--- src/rtl/deflate_pkg.sv ---
// rtl/deflate_pkg.sv - DEFLATE fixed-table encodings shared by the coder and the packer
package deflate_pkg;

    typedef enum logic [1:0] {
        KIND_LIT  = 2'b00,
        KIND_LEN  = 2'b01,
        KIND_DIST = 2'b10,
        KIND_RSV  = 2'b11
    } sym_kind_e;

    typedef enum logic [1:0] {
        ST_RUN,
        ST_EOB,
        ST_PAD
    } pk_state_e;

    localparam int MAX_SYM_BITS = 18;

    // End-of-block is literal/length symbol 256: seven zero bits.
    localparam logic [6:0] EOB_CODE  = 7'b0000000;
    localparam int         EOB_NBITS = 7;

    // Length codes 257..285: smallest length covered by each code and its extra-bit count.
    localparam logic [8:0] LEN_BASE [0:28] = '{
        9'd3,   9'd4,   9'd5,   9'd6,   9'd7,   9'd8,   9'd9,   9'd10,
        9'd11,  9'd13,  9'd15,  9'd17,  9'd19,  9'd23,  9'd27,  9'd31,
        9'd35,  9'd43,  9'd51,  9'd59,  9'd67,  9'd83,  9'd99,  9'd115,
        9'd131, 9'd163, 9'd195, 9'd227, 9'd258
    };
    localparam logic [2:0] LEN_EXTRA [0:28] = '{
        3'd0, 3'd0, 3'd0, 3'd0, 3'd0, 3'd0, 3'd0, 3'd0,
        3'd1, 3'd1, 3'd1, 3'd1, 3'd2, 3'd2, 3'd2, 3'd2,
        3'd3, 3'd3, 3'd3, 3'd3, 3'd4, 3'd4, 3'd4, 3'd4,
        3'd5, 3'd5, 3'd5, 3'd5, 3'd0
    };

    // Distance codes 0..29, bases stored as distance-1 to match the sym_data encoding.
    localparam logic [14:0] DIST_BASE_M1 [0:29] = '{
        15'd0,     15'd1,     15'd2,     15'd3,     15'd4,     15'd6,
        15'd8,     15'd12,    15'd16,    15'd24,    15'd32,    15'd48,
        15'd64,    15'd96,    15'd128,   15'd192,   15'd256,   15'd384,
        15'd512,   15'd768,   15'd1024,  15'd1536,  15'd2048,  15'd3072,
        15'd4096,  15'd6144,  15'd8192,  15'd12288, 15'd16384, 15'd24576
    };
    localparam logic [3:0] DIST_EXTRA [0:29] = '{
        4'd0,  4'd0,  4'd0,  4'd0,  4'd1,  4'd1,  4'd2,  4'd2,
        4'd3,  4'd3,  4'd4,  4'd4,  4'd5,  4'd5,  4'd6,  4'd6,
        4'd7,  4'd7,  4'd8,  4'd8,  4'd9,  4'd9,  4'd10, 4'd10,
        4'd11, 4'd11, 4'd12, 4'd12, 4'd13, 4'd13
    };

    // Reverse the low n bits of a Huffman code so its MSB becomes stream bit 0.
    function automatic logic [8:0] rev_code(input logic [8:0] c, input logic [3:0] n);
        logic [8:0] r;
        for (int i = 0; i < 9; i++) begin
            r[i] = c[8-i];
        end
        return r >> (4'd9 - n);
    endfunction

endpackage

--- src/rtl/deflate_fixed_coder.sv ---
// rtl/deflate_fixed_coder.sv - combinational DEFLATE fixed-table symbol coder
module deflate_fixed_coder
    import deflate_pkg::*;
(
    input  logic [1:0]  sym_kind,
    input  logic [14:0] sym_data,
    output logic [17:0] bits,
    output logic [4:0]  nbits,
    output logic        err
);

    logic [8:0]  code;
    logic [3:0]  code_n;
    logic [12:0] extra;
    logic [3:0]  extra_n;
    logic [4:0]  idx;
    logic [7:0]  lit;
    logic [8:0]  len;

    assign lit = sym_data[7:0];
    assign len = sym_data[8:0];

    always_comb begin
        code    = '0;
        code_n  = '0;
        extra   = '0;
        extra_n = '0;
        idx     = '0;
        err     = 1'b0;
        case (sym_kind)
            KIND_LIT: begin
                if (lit < 8'd144) begin
                    code   = 9'h030 + 9'(lit);
                    code_n = 4'd8;
                end else begin
                    code   = 9'h190 + 9'(lit - 8'd144);
                    code_n = 4'd9;
                end
            end
            KIND_LEN: begin
                if (len < 9'd3 || len > 9'd258) begin
                    err = 1'b1;
                end else begin
                    for (int i = 0; i < 29; i++) begin
                        if (len >= LEN_BASE[i]) idx = 5'(i);
                    end
                    // Codes 257..279 are 7-bit (value code-256), 280..285 are 8-bit from 0xC0.
                    if (idx <= 5'd22) begin
                        code   = 9'(idx) + 9'd1;
                        code_n = 4'd7;
                    end else begin
                        code   = 9'h0C0 + 9'(idx) - 9'd23;
                        code_n = 4'd8;
                    end
                    extra   = 13'(len - LEN_BASE[idx]);
                    extra_n = 4'(LEN_EXTRA[idx]);
                end
            end
            KIND_DIST: begin
                for (int i = 0; i < 30; i++) begin
                    if (sym_data >= DIST_BASE_M1[i]) idx = 5'(i);
                end
                code    = 9'(idx);
                code_n  = 4'd5;
                extra   = 13'(sym_data - DIST_BASE_M1[idx]);
                extra_n = DIST_EXTRA[idx];
            end
            default: err = 1'b1;
        endcase
    end

    // Extra bits sit directly above the reversed code, LSB first.
    assign bits  = err ? '0 : (18'(rev_code(code, code_n)) | (18'(extra) << code_n));
    assign nbits = err ? '0 : (5'(code_n) + 5'(extra_n));

endmodule

--- src/rtl/deflate_huffman_packer.sv ---
// rtl/deflate_huffman_packer.sv - DEFLATE fixed-Huffman symbol packer; DEFLATE_EOB_EN adds end-of-block on flush
module deflate_huffman_packer
    import deflate_pkg::*;
#(
    parameter int OUT_W = 32,
    parameter int CNT_W = 32
) (
    input  logic             clock,
    input  logic             reset,
    input  logic             sym_valid,
    output logic             sym_ready,
    input  logic [1:0]       sym_kind,
    input  logic [14:0]      sym_data,
    input  logic             flush,
    output logic             out_valid,
    input  logic             out_ready,
    output logic [OUT_W-1:0] out_data,
    output logic             out_last,
    output logic [CNT_W-1:0] bits_total,
    output logic             err_kind
);

`ifdef DEFLATE_EOB_EN
    localparam int EOB_ROOM = EOB_NBITS;
`else
    localparam int EOB_ROOM = 0;
`endif
    // Headroom lets EOB land right after a symbol accepted in the same cycle as flush.
    localparam int ACC_W = OUT_W + MAX_SYM_BITS + EOB_ROOM;
    localparam int BC_W  = $clog2(ACC_W + 1);
    localparam logic [BC_W-1:0] WORD = BC_W'(OUT_W);

    pk_state_e        state, state_next;
    logic [ACC_W-1:0] acc;
    logic [BC_W-1:0]  bit_count;
    logic [17:0]      c_bits;
    logic [4:0]       c_nbits;
    logic             c_err;
    logic             word_full;
    logic             append_eob;
    logic             accept;
    logic             emit;

    deflate_fixed_coder u_coder (
        .sym_kind (sym_kind),
        .sym_data (sym_data),
        .bits     (c_bits),
        .nbits    (c_nbits),
        .err      (c_err)
    );

    assign word_full = (bit_count >= WORD);
    assign accept    = sym_valid & sym_ready;
    assign emit      = out_valid & out_ready;
    assign out_data  = acc[OUT_W-1:0];

    always_ff @(posedge clock) begin
        if (reset) state <= ST_RUN;
        else       state <= state_next;
    end

    always_comb begin
        state_next = state;
        sym_ready  = 1'b0;
        out_valid  = 1'b0;
        out_last   = 1'b0;
        append_eob = 1'b0;
        if (!reset) begin
            case (state)
                ST_RUN: begin
                    sym_ready = !word_full;
                    out_valid = word_full;
                    if (flush && !word_full) begin
`ifdef DEFLATE_EOB_EN
                        state_next = ST_EOB;
`else
                        state_next = ST_PAD;
`endif
                    end
                end
                ST_EOB: begin
                    append_eob = 1'b1;
                    state_next = ST_PAD;
                end
                ST_PAD: begin
                    // The word holding the tail (up to a full word) is the last one.
                    out_valid = (bit_count != '0);
                    out_last  = out_valid && (bit_count <= WORD);
                    if (bit_count == '0 || (out_last && out_ready)) state_next = ST_RUN;
                end
                default: state_next = ST_RUN;
            endcase
        end
    end

    always_ff @(posedge clock) begin
        if (reset) begin
            acc        <= '0;
            bit_count  <= '0;
            bits_total <= '0;
            err_kind   <= 1'b0;
        end else if (accept) begin
            acc        <= acc | (ACC_W'(c_bits) << bit_count);
            bit_count  <= bit_count + BC_W'(c_nbits);
            bits_total <= bits_total + CNT_W'(c_nbits);
            if (c_err) err_kind <= 1'b1;
        end else if (append_eob) begin
            acc        <= acc | (ACC_W'(EOB_CODE) << bit_count);
            bit_count  <= bit_count + BC_W'(EOB_NBITS);
            bits_total <= bits_total + CNT_W'(EOB_NBITS);
        end else if (emit) begin
            acc       <= acc >> OUT_W;
            bit_count <= word_full ? (bit_count - WORD) : '0;
        end
    end

endmodule

--- config.mk ---
export PLATFORM = sky130hd
export DESIGN_NAME = deflate_huffman_packer
export DESIGN_NICKNAME = d
export VERILOG_FILES = /design/src/rtl/deflate_pkg.sv /design/src/rtl/deflate_fixed_coder.sv /design/src/rtl/deflate_huffman_packer.sv
export SDC_FILE = /design/constraint.sdc
export NUM_CORES = 1
export LEC_CHECK = 0
export ABC_AREA = 1
export BUFFER_PORTS_ARGS = -buffer_cell sky130_fd_sc_hd__buf_2
export CAP_MARGIN = 10
export CORE_ASPECT_RATIO = 1.2
export CORE_MARGIN = 1
export CORE_UTILIZATION = 40
export CTS_CLUSTER_DIAMETER = 100
export DETAILED_ROUTE_END_ITERATION = 10
export MAX_ROUTING_LAYER = met4
export PLACE_DENSITY = 0.58
export SKIP_CTS_REPAIR_TIMING = 1
export SLEW_MARGIN = 40
export SYNTH_ARGS = -nofsm -noshare
export SYNTH_HDL_FRONTEND = slang
export SYNTH_HIERARCHICAL = 1
export SYNTH_SLANG_ARGS = --single-unit
--- constraint.sdc ---
create_clock -name clock -period 7.55 [get_ports clock]
set_input_delay 2.265 -clock clock [delete_from_list [all_inputs] [get_ports clock]]
set_output_delay 2.265 -clock clock [all_outputs]
set_load 0.01 [all_outputs]
==> impl_metrics.ini <==
[critical_path]
worst_setup_path_end_kind = register
crit_slowest_cell = ha_4
rrSetupSlack_ns = 4.33
required_ns = 7.83
start_kind = input port
crit_fanout = 4
max_stage_delay_ns = 0.28
cp.arrival_ns = 8.41
crit_path_frequent_cell = nand2_2
crit_type = in2reg

[sta]
finClkSkew_ns = 0.01320
max_freq_mhz = 122.9
rsz0062_at_grt = yes
fin_crit_ns = 8.135
relSlewSlack_pct = 42.66
drv_slew = 0
setup_ws_ns = -0.5847
timing.final.hold_violations = 0
fin_crit_sh_pct = 107.7
finalSetupTns_ns = -17.98
worstMarginPinSlew_ns = 0.8589
finalSetupViolations = 44

[final_layout]
synthToLayoutAreaGrowth_pct = 36.23
post_route_cells_drive_above_1_share_pct = 36.33
fill_cells = 2636
num-nets-final = 2150
final_core_util_pct = 55.39
diodes = 0

[place]
gp_congestion = 0.9870
portBuffers = 89
dp_slack_ns = -1.104
hpwl_mm = 28.51

[die]
start_util_pct = 40.66
die_w_um = 151.2
die_h_um = 181
core_area_um2 = 26270
dieArea_um2 = 27360
pin_count = 90
rows = 65

[cts]
numCtsBuffers = 9
cts_tree = done
clock_path_buffers = 2
clock_sinks = 90
insertion_delay_ns = 0.36
clk_pin_slew_ns = 0.06
cts_root_buffer = clkbuf_16
htreeDepth = 3

[drt]
first_pass_iters = 9
routed_via_density = 5.241
wl_per_cell_um = 15.44
final_antenna_net_count = 0
route.detailed.drc = 0
drtIter0Drc = 784
vias = 12590
drt_wl_total_mm = 37.09

[global_route]
globalRouteTotalUtil_pct = 27.02
grt_pass1_wl_mm = 57.89
grt_max_degree = 56
overflow = 0
grt_pass1_vias = 11480
antenna_found_initial = 0

[yosys]
synthDistinctLibCells = 64
synth_seq_area_share_pct = 16.87
synth_flop_cell = dfxtp_1
ys_seq_elements = 90
yosysWarningCount = 6
synth_nets = 1856
synth-edff-count = 0
async_flop_share_pct = 0
synth_cells = 1768
netlist_area_um2 = 10680
avgSynthCellArea_um2 = 6.041

[min_path]
min_path_type = reg2reg

[pwr]
p_per_area_nw_per_um2 = 108.6
power_leakage_nw = 6.527
vdd_drop_max_mv = 0.1003

[status]
status = finished with violations
violations = setup timing

[flow_run]
cap_violations = 0
[cell usage in the layout, fill, tap and decap left out, types with 44 or more instances in the layout]
master     n
nor2_1   120
buf_4    279
nand2_2   54
a21oi_1   91
o21ai_1   54
inv_2     44
buf_2     84
inv_1    159
dfxtp_1   89
ha_1      48
o21ai_0   55
nand2_1  407
nand3_1  145
[worst max-delay path: cells and delay by family]
family	cells	cell delay [ns]
and+or+nand+nor	25	2.33
AOI/OAI and AO/OA	18	2.48
xor gates and xnor gates	1	0.19
buffers and inverters	10	0.88
adders and majority gates	1	0.28
[logic make-up (layout without fill, tap and decap cells)]
family | Yosys count | in the layout | share of synthesized area (%)
buf+inv | 314 | 613 | 13.58
simple gates | 925 | 925 | 40.34
compound gates | 357 | 357 | 19.80
fa+ha+maj | 66 | 66 | 8.083
mux | 2 | 2 | 0.1874
flops | 90 | 90 | 16.87
xor+xnor | 14 | 14 | 1.148
[stage by stage]
step | cells | power [mW] | hold WS, ns | cell area [µm²]
after floorplan | 1768 | 0.8105 | 0.4242 | 10770
after global placement | 2340 | 1.007 | 0.4334 | 12910
after detailed placement | 2340 | 1.010 | 0.4453 | 12910
after CTS | 2356 | 1.508 | 0.4547 | 13240
after global routing | 2402 | 1.661 | 0.4791 | 14550
final | 2402 | 1.580 | 0.4494 | 14550
[Yosys cell counts (all sizes together), types with 3 or more instances]
cell | n | area, µm²
a211oi | 6 | 50.05
a21boi | 3 | 22.52
a21oi | 131 | 700.7
a221oi | 3 | 26.28
a22oi | 6 | 55.05
a31oi | 28 | 190.2
buf | 77 | 540.5
clkbuf | 23 | 86.33
clkinv | 5 | 26.28
dfxtp | 90 | 1802
fa | 5 | 100.1
ha | 61 | 763.2
inv | 209 | 797.0
nand2 | 474 | 1889
nand3 | 186 | 975.9
nand3b | 4 | 30.03
nand4 | 29 | 187.7
nor2 | 180 | 877.1
nor3 | 34 | 235.2
o211ai | 9 | 77.57
o21a | 7 | 52.55
o21ai | 138 | 713.2
o21bai | 4 | 30.03
o221ai | 5 | 43.79
o22ai | 5 | 31.28
o311ai | 4 | 52.56
or2 | 14 | 87.58
xnor2 | 4 | 35.03
xor2 | 10 | 87.58
[routing by layer]
| layer | GRT usage (%) | wire [µm] | up-vias |
|---|---|---|---|
| met4 | 8.040 | 1009 | 0 |
| met1 | 32.40 | 15520 | 5769 |
| met5 | - | 0 | - |
| met2 | 47.56 | 19210 | 338 |
| li1 | - | - | 6420 |
| met3 | 1.944 | 1352 | 61 |
[final cells by class]
type	instances	area (µm²)	area share [%]
Inverter	214	839.6	5.770
Clock buffer	10	229.0	1.574
Sequential cell	90	1803	12.39
Multi-Input combinational cell	1364	8386	57.63
Clock inverter	6	95.09	0.6535
Tap cell	335	419.2	2.881
Timing Repair Buffer	383	2779	19.10
[final timing paths]
check | end | start | cells after the start
worst max-delay path | acc[35] | sym_data[14] | 55
worst min-delay path | acc[14] | acc[14] | 2
worst max register to register | bits_total[6] | bit_count[5] | 17
worst min register to register | acc[14] | acc[14] | 2
[report_power, final]
group / internal [mW] / switching [mW]
clock network: 0.295 / 0.206
registers: 0.484 / 0.00993
logic: 0.246 / 0.339
[state kept, by name, indices dropped and copies added (netlist names)]
register and flops:
state 1, acc 50, bits_total 32, err_kind 1, bit_count 6
(Power assumes the default switching activity.)
